**config.mk**
```make
export PLATFORM = sky130hd
export DESIGN_NAME = uart_rx
export DESIGN_NICKNAME = d
export VERILOG_FILES = /design/src/rtl/uart_rx.sv
export SDC_FILE = /design/constraint.sdc
export NUM_CORES = 1
export LEC_CHECK = 0
export CELL_PAD_IN_SITES_DETAIL_PLACEMENT = 0
export CELL_PAD_IN_SITES_GLOBAL_PLACEMENT = 2
export CORE_MARGIN = 3
export CORE_UTILIZATION = 39
export CTS_BUF_LIST = sky130_fd_sc_hd__clkbuf_16
export DETAILED_ROUTE_END_ITERATION = 8
export DONT_BUFFER_PORTS = 1
export GPL_TIMING_DRIVEN = 0
export PLACE_DENSITY_LB_ADDON = 0.1
export SETUP_SLACK_MARGIN = 0.3
export SYNTH_ARGS = -nofsm -noshare
export SYNTH_HDL_FRONTEND = slang
export SYNTH_SLANG_ARGS = --single-unit
```
**constraint.sdc**
```tcl
create_clock -name clk50M -period 2.4 [get_ports clk50M]
set_clock_uncertainty 0.15 [all_clocks]
set_input_delay 0.48 -clock clk50M [delete_from_list [all_inputs] [get_ports clk50M]]
set_output_delay 0.48 -clock clk50M [all_outputs]
set_load 0.005 [all_outputs]
```
**src/rtl/uart_rx.sv**
```systemverilog
// 8N1 UART receiver: LSB-first, mid-bit sampling, baud timing from CLK_FREQ/BAUD_RATE.
// Define UART_RX_MAJORITY_EN for 2-of-3 majority voting on data and stop bits.
module uart_rx #(
    parameter int CLK_FREQ  = 50000000,
    parameter int BAUD_RATE = 115200
) (
    input  logic       clk50M,
    input  logic       rst,
    input  logic       rs232_rx,
    output logic [7:0] rx_data,
    output logic       rx_valid,
    output logic       rx_frame_err,
    output logic       rx_idle
);

    localparam int BAUD_DIV = CLK_FREQ / BAUD_RATE;
    localparam int HALF_DIV = BAUD_DIV / 2;
    localparam int CNT_W    = $clog2(BAUD_DIV);

    localparam logic [CNT_W-1:0] CNT_HALF = CNT_W'(HALF_DIV - 1);
    localparam logic [CNT_W-1:0] CNT_LAST = CNT_W'(BAUD_DIV - 1);

    typedef enum logic [1:0] {
        IDLE,
        START,
        DATA,
        STOP
    } state_t;

    state_t           state, state_nxt;
    logic [CNT_W-1:0] cnt, cnt_nxt;
    logic [2:0]       bit_idx, bit_idx_nxt;
    logic [7:0]       shift_reg, shift_nxt;
    logic [7:0]       data_nxt;
    logic             valid_nxt, err_nxt;
    logic             s1, s2, s3;
    logic             bit_val;

`ifdef UART_RX_MAJORITY_EN
    localparam logic [CNT_W-1:0] CNT_S0 = CNT_W'(BAUD_DIV - 3);
    localparam logic [CNT_W-1:0] CNT_S1 = CNT_W'(BAUD_DIV - 2);

    logic [1:0] samp, samp_nxt;

    function automatic logic maj3(input logic a, input logic b, input logic c);
        return (a & b) | (a & c) | (b & c);
    endfunction

    // The third vote is the live s2 at CNT_LAST, so latency matches the single-sample build.
    assign bit_val = maj3(samp[1], samp[0], s2);

    always_comb begin
        samp_nxt = samp;
        if (state == DATA || state == STOP) begin
            if (cnt == CNT_S0) samp_nxt[0] = s2;
            if (cnt == CNT_S1) samp_nxt[1] = s2;
        end
    end

    always_ff @(posedge clk50M) begin
        if (rst) samp <= 2'b00;
        else     samp <= samp_nxt;
    end
`else
    assign bit_val = s2;
`endif

    assign rx_idle = (state == IDLE);

    always_comb begin
        state_nxt   = state;
        cnt_nxt     = cnt + 1'b1;
        bit_idx_nxt = bit_idx;
        shift_nxt   = shift_reg;
        data_nxt    = rx_data;
        valid_nxt   = 1'b0;
        err_nxt     = 1'b0;
        case (state)
            IDLE: begin
                cnt_nxt     = '0;
                bit_idx_nxt = '0;
                // s3 high with s2 low is a true 1->0 transition; a line stuck low never qualifies.
                if (s3 && !s2) state_nxt = START;
            end
            START: begin
                bit_idx_nxt = '0;
                if (cnt == CNT_HALF) begin
                    cnt_nxt   = '0;
                    state_nxt = s2 ? IDLE : DATA;
                end
            end
            DATA: begin
                if (cnt == CNT_LAST) begin
                    cnt_nxt     = '0;
                    shift_nxt   = {bit_val, shift_reg[7:1]};
                    bit_idx_nxt = bit_idx + 1'b1;
                    if (bit_idx == 3'd7) begin
                        bit_idx_nxt = '0;
                        state_nxt   = STOP;
                    end
                end
            end
            STOP: begin
                if (cnt == CNT_LAST) begin
                    cnt_nxt   = '0;
                    state_nxt = IDLE;
                    if (bit_val) begin
                        valid_nxt = 1'b1;
                        data_nxt  = shift_reg;
                    end else begin
                        err_nxt = 1'b1;
                    end
                end
            end
            default: begin
                cnt_nxt     = '0;
                bit_idx_nxt = '0;
                state_nxt   = IDLE;
            end
        endcase
    end

    always_ff @(posedge clk50M) begin
        if (rst) begin
            s1           <= 1'b0;
            s2           <= 1'b0;
            s3           <= 1'b0;
            state        <= IDLE;
            cnt          <= '0;
            bit_idx      <= '0;
            shift_reg    <= '0;
            rx_data      <= 8'h00;
            rx_valid     <= 1'b0;
            rx_frame_err <= 1'b0;
        end else begin
            s1           <= rs232_rx;
            s2           <= s1;
            s3           <= s2;
            state        <= state_nxt;
            cnt          <= cnt_nxt;
            bit_idx      <= bit_idx_nxt;
            shift_reg    <= shift_nxt;
            rx_data      <= data_nxt;
            rx_valid     <= valid_nxt;
            rx_frame_err <= err_nxt;
        end
    end

endmodule
```
==> metrics.md, run 1 <==
| Metric | Value |
|---|---|
| Outcome | `complete, no violations` |
| Most frequent cells after synthesis | `dfxtp_1 (35), nor2_1 (33), mux2i_1 (19)` |
| Overall die width | `67.14 um` |
| Number of global-route vias before repair | `880` |
| Via count normalized by instance count | `4.863` |
| # port buffers | `0` |
| Met3 Use GR | `5.990%` |
| Fraction of the yosys area taken by sequential cells | `48.07%` |
| Startpoint types | `register` |
| Setup TNS | `0 ns` |
| Nets@finish | `158` |
| Leakage power | `0.6056 nW` |
| Most used routing layer | `met1` |
| CTS HTree Levels | `2` |
| Post-detailed-routing wire length | `2456 um` |
| Most numerous cell in the Yosys netlist | `dfxtp_1` |
| Yosys cell types | `33` |
| Clock tree root buffer cell | `clkbuf_16` |
| Minimum period implied by the final worst setup slack | `1.812 ns` |
| Cell count after synthesis | `142` |
| Met2 Resource Use GR | `16.56%` |
| Mean routed wirelength per cell | `12.47 um` |
| Placed cell areas | `0.001515 sq mm` |
| Cts bufs inserted | `5` |
| Slew @ Worst Pin | `0.4780 ns` |
| Number of detailed-routing iterations run before antenna repair | `4` |
| Floorplan die height | `67.14 um` |
| Number of hold violations in the final report | `0` |
| Synthesized netlist net count | `150` |
| Sink Count | `35` |
| DRT iter0 DRCs | `83` |
| Maximum fanout count along the critical path | `8` |
| Total of hold buffers inserted after clock tree synthesis | `0` |
| Total via count in the routed design | `958` |
| Register area | `700.7 sq um` |
| Endpoint arrival time on the critical path | `1.81 ns` |
| Remaining design rule violation count | `0` |
| Top cell type by total area after synthesis | `dfxtp_1` |
| Count of inserted antenna diode cells | `0` |
| Summed area of non-filler cells in the final layout | `0.001677 sq mm` |
| Setup violators final | `0` |
| Crit. End Element | `register` |
| Layout cells sized above 1 | `10.60%` |
| Setup repair after global routing missed its margin | `false` |
| GR Overflow Total | `0` |
| CP Class | `register to register` |
| Maximum clock path buffer count | `2` |
| Number of flip-flops under the largest register name | `9` |
| # fillers | `341` |
| Post-synthesis instance area | `0.001458 sq mm` |
| Initial antenna violation count | `0` |
| Top cells by area, synth | `dfxtp_1 (48%), mux2i_1 (13%), nor2_1 (8.5%)` |
| Global-route wire length before repair | `4202 um` |
| HPWL after DPL | `1745 um` |
| Clock network latency to the later pin of the worst-skew pair | `0.27 ns` |
| Dominant synthesized flop cell | `dfxtp_1` |
| Count of flip-flops with a built-in enable after synthesis | `0` |
| Max_slew headroom | `68.13%` |
| Worst hold slack | `0.1224 ns` |
| Met1 usage | `17.42%` |
| # IOs | `14` |
| Worst EP required | `2.40 ns` |
| Area of the die | `0.004507 sq mm` |
| Fraction of synthesized cell area taken by the top area cell type | `48.07%` |
| Largest net degree at the start of global routing | `12` |
| Seq cells post-synth | `35` |
| Layout-stage area growth over the synthesis result | `15.02%` |
| Number of placement rows | `21` |
| Initial cell density of the core | `42.03%` |
| Total of warnings raised by yosys | `0` |
| DRT antenna net count | `0` |
| Achievable frequency | `551.9 MHz` |
| Final period util | `75.50%` |
| Global placer's final weighted congestion | `0.7162` |
| Worst VDD drop | `0.0004077 V` |
| Register clock-pin slew on the reported worst setup and hold paths | `0.05 ns` |
| Average size of a mapped cell | `10.27 sq um` |
| GRT Overall Usage | `12.52%` |
| Total core area | `0.003468 sq mm` |
| CTS tree | `done` |
| Max-slew violations | `0` |
| Cell Pwr Density | `716.9 mW/mm^2` |
| Number of max-cap violations | `0` |
| Classification of the worst-slack hold path | `primary input to register` |
| Multi-input gate area in the final layout | `718.2 sq um` |
| Post-synthesis async set-or-reset flop share | `0%` |
what timing repair did:
item / CTS / global route
gates resized for setup: 0 / 0
setup buffers: 0 / 1
setup endpoints to repair: 0 / 5
per-stage QoR:
stage / setup WS, ns / cells / power (mW) / util (%)
after floorplan: 0.7001 / 142 / 0.6054 / -
after global placement: 0.4965 / 188 / 0.6086 / 43.69
after detailed placement: 0.4607 / 188 / 0.6087 / 43.69
after CTS: 0.4451 / 196 / 1.221 / 47.76
after global routing: 0.3476 / 197 / 1.247 / 48.34
final: 0.5881 / 197 / 1.202 / 48.34
where the power goes:
| group | switching (mW) | leakage, nW | internal, mW | total, mW |
|---|---|---|---|---|
| logic | 0.00791 | 0.252 | 0.00316 | 0.0111 |
| clock network | 0.228 | 0.0710 | 0.378 | 0.606 |
| registers | 0.00134 | 0.282 | 0.584 | 0.585 |
| total | 0.237 | 0.606 | 0.965 | 1.20 |
cell type report:
| cell class | count | area share, % |
|---|---|---|
| Buffer | 5 | 1.418 |
| Clock buffer | 5 | 7.463 |
| Clock inverter | 3 | 0.9701 |
| Inverter | 4 | 0.8955 |
| Multi-Input combinational cell | 98 | 42.84 |
| Sequential cell | 35 | 41.79 |
| Tap cell | 46 | 3.433 |
| Timing Repair Buffer | 1 | 1.194 |
cell usage in the layout (no fill, tap or decap), types with 2 or more instances in the layout:
master / instances
nor2_1: 33
clkbuf_16: 5
xnor2_1: 4
inv_1: 5
and3_1: 3
nand3_1: 4
nor3_1: 2
clkbuf_1: 3
and4_1: 2
mux2i_1: 19
nor2b_1: 4
dfxtp_1: 35
xor2_1: 3
ha_1: 5
nand2b_1: 2
metal layers:
layer | share of wire (%) | wire, um
met1 | 52 | 1281
met3 | 5.7 | 140
met5 | 0 | 0
met2 | 41 | 1009
met4 | 1.0 | 25
worst paths after layout:
kind | cells past startpoint | endpoint | from | slack [ns]
setup reg to reg | 6 | shift_reg[5] | cnt[0] | 0.59
hold reg to reg | 1 | bit_val | s1 | 0.31
hold / removal | 1 | register | rst | 0.12
setup / recovery | 6 | shift_reg[5] | cnt[0] | 0.59
critical path: stages, from the launching register on:
cell       delay (ns)
dfxtp_1          0.41
ha_1             0.23
nand4bb_4        0.17
nor4b_2          0.24
buf_4            0.23
mux2i_1          0.20
nor2_1           0.05
cell families after synthesis:
family / count (synthesis) / synth area share (%)
simple gates: 59 / 23.78
flops: 35 / 48.07
mux: 19 / 13.05
buf+inv: 9 / 2.660
compound gates: 8 / 3.949
xor+xnor: 7 / 4.206
fa+ha+maj: 5 / 4.292
No activity file was read; power rests on OpenSTA's default activity.
==> run 2, diff against run 1 <==
clock period = 1.8 ns   (was 2.4 ns; I/O delays follow)
==> run 2 against run 1 <==
Via count rose by 3.8%; flip-flop and latch count did not move; worst setup slack got worse by 0.47 ns; clock power rose by 70%; global-route usage rose by 1.7 points; critical path type unchanged; largest cell class unchanged.
==> metrics.md, run 2 (synthesis results as in run 1) <==
| Metric | Value |
|---|---|
| Outcome | `complete, no violations` |
| Register clock-pin slew on the reported worst setup and hold paths | `0.05 ns` |
| Setup TNS | `0 ns` |
| Number of hold violations in the final report | `0` |
| Clock network latency to the later pin of the worst-skew pair | `0.27 ns` |
| Slew @ Worst Pin | `0.4992 ns` |
| Commonest cells after routing, fill and taps aside | `nor2_1 (32), dfxtp_1 (29), mux2i_1 (19)` |
| Leakage power | `0.6769 nW` |
| Minimum period implied by the final worst setup slack | `1.687 ns` |
| Initial antenna violation count | `0` |
| Area of the die | `0.004507 sq mm` |
| Global placer's final weighted congestion | `0.7304` |
| Achievable frequency | `592.9 MHz` |
| Layout cells sized above 1 | `22.64%` |
| Delay-heaviest family, CP | `buffers and inverters` |
| Worst-case register-to-register setup slack | `0.11 ns` |
| DRT antenna net count | `0` |
| Post-detailed-routing wire length | `2880 um` |
| Worst EP required | `1.80 ns` |
| Total core area | `0.003468 sq mm` |
| Clock tree root buffer cell | `clkbuf_16` |
| Worst hold slack | `0.01102 ns` |
| CTS HTree Levels | `2` |
| Initial cell density of the core | `42.03%` |
| Global-route wire length before repair | `4740 um` |
| Slowest stage cell, crit path | `dfxtp_2` |
| Largest net degree at the start of global routing | `12` |
| Maximum clock path buffer count | `2` |
| Maximum fanout count along the critical path | `5` |
| Floorplan die height | `67.14 um` |
| Register area | `713.2 sq um` |
| Min-Delay Startpoint | `rst` |
| Depth of the worst register-to-register path | `8` |
| Mean routed wirelength per cell | `14.05 um` |
| Sink Count | `35` |
| WHS Path Cells | `1` |
| CTS tree | `done` |
| GR Overflow Total | `0` |
| Endpoint arrival time on the critical path | `1.68 ns` |
| Setup violators final | `0` |
| Most Frequent Cell on Critical Path | `buf_6` |
| CP Class | `register to register` |
| Number of detailed-routing iterations run before antenna repair | `4` |
| Critical Path, Cell by Cell | `inv_2 -> ha_4 -> nand4bb_4 -> buf_6 -> nor3_4 -> buf_6 -> mux2i_1 -> nor2_1` |
| Launch instance of the worst register-to-register path | `cnt[1]` |
| Number of max-cap violations | `0` |
| Startpoint types | `register` |
| Count of inserted antenna diode cells | `0` |
| Max-slew violations | `0` |
| Cell Pwr Density | `975.5 mW/mm^2` |
| Total via count in the routed design | `994` |
| HPWL after DPL | `1779 um` |
| Nets@finish | `166` |
| Multi-input gate area in the final layout | `800.8 sq um` |
| Number of global-route vias before repair | `981` |
| Overall die width | `67.14 um` |
| # IOs | `14` |
| Number of flip-flops under the largest register name | `9` |
| Worst VDD drop | `0.0005410 V` |
| Layout-stage area growth over the synthesis result | `28.50%` |
| Final period util | `93.70%` |
| Post-layout utilization of the core | `54.00%` |
| Combined buffer and inverter count along the critical path | `3` |
| DRT iter0 DRCs | `33` |
| # fillers | `306` |
| Delay of the slowest cell on the worst path | `0.32 ns` |
| Via count normalized by instance count | `4.849` |
| Setup repair after global routing missed its margin | `true` |
| # port buffers | `0` |
| Remaining design rule violation count | `0` |
| GRT Overall Usage | `14.21%` |
| Crit. End Element | `register` |
| Most common cell after layout, fill and taps aside | `nor2_1` |
| Cts bufs inserted | `5` |
| Max_slew headroom | `66.72%` |
| Endpoint of the most critical register-to-register path | `rx_data[6]` |
| Number of placement rows | `21` |
| Classification of the worst-slack hold path | `primary input to register` |
[run 2: changes by cell type in the layout (fill, tap and decap cells not counted), moves of 2 or more]
cell / change
buf_4: +3
buf_6: +4
dfxtp_1: -6
dfxtp_2: +4
dfxtp_4: +2
o21ai_4: +2
[run 2: power by group]
part	switching, mW	internal (mW)
sequential	0.00172	0.775
clock	0.300	0.731
combinational	0.0130	0.00617
total	0.315	1.51
[run 2: per-layer routing]
metal	wire length [um]	global-route usage, %
met3	115	3.661
met5	0	0
met2	1298	20.61
met4	48	6.835
met1	1417	19.53
[run 2: through the flow]
stage / total power [mW] / area [sq um] / std cells / worst slack (ns)
floorplan: 0.8059 / 1485 / 142 / 0.1737
global placement: 0.8106 / 1543 / 188 / 0.01872
detailed placement: 0.8103 / 1543 / 188 / 0.01595
CTS: 1.854 / 1815 / 204 / 0.1343
global route: 1.884 / 1873 / 205 / 0.01163
finish: 1.827 / 1873 / 205 / 0.1135
[run 2: repair_timing]
item,CTS,global route
setup endpoints to repair,30,31
buffers inserted,6,1
hold endpoints to repair,1,0
pin swaps,5,13
gates resized for setup,7,9
cloned,1,0
hold buffers,1,0
[run 2: cell type report]
| class | count | area share [%] |
|---|---|---|
| multi-input combinational | 99 | 42.75 |
| sequential | 35 | 38.08 |
| clock buffer | 6 | 8.016 |
| timing repair buffer | 8 | 3.941 |
| tap | 46 | 3.073 |
| clock inverter | 2 | 1.804 |
| buffer | 5 | 1.536 |
| inverter | 4 | 0.8016 |
[run 2: worst max-delay path by stage]
stage          startpoint  cells after the start            to  slack [ns]
2_1_floorplan      cnt[1]                      7  shift_reg[7]        0.17
6_report           cnt[1]                      8    rx_data[6]        0.11
5_1_grt            cnt[1]                      8    rx_data[0]        0.01
3_5_place_dp       cnt[5]                      4    rx_data[6]        0.02
3_3_place_gp       cnt[5]                      4    rx_data[3]        0.02
4_1_cts            cnt[1]                      7  shift_reg[2]        0.13
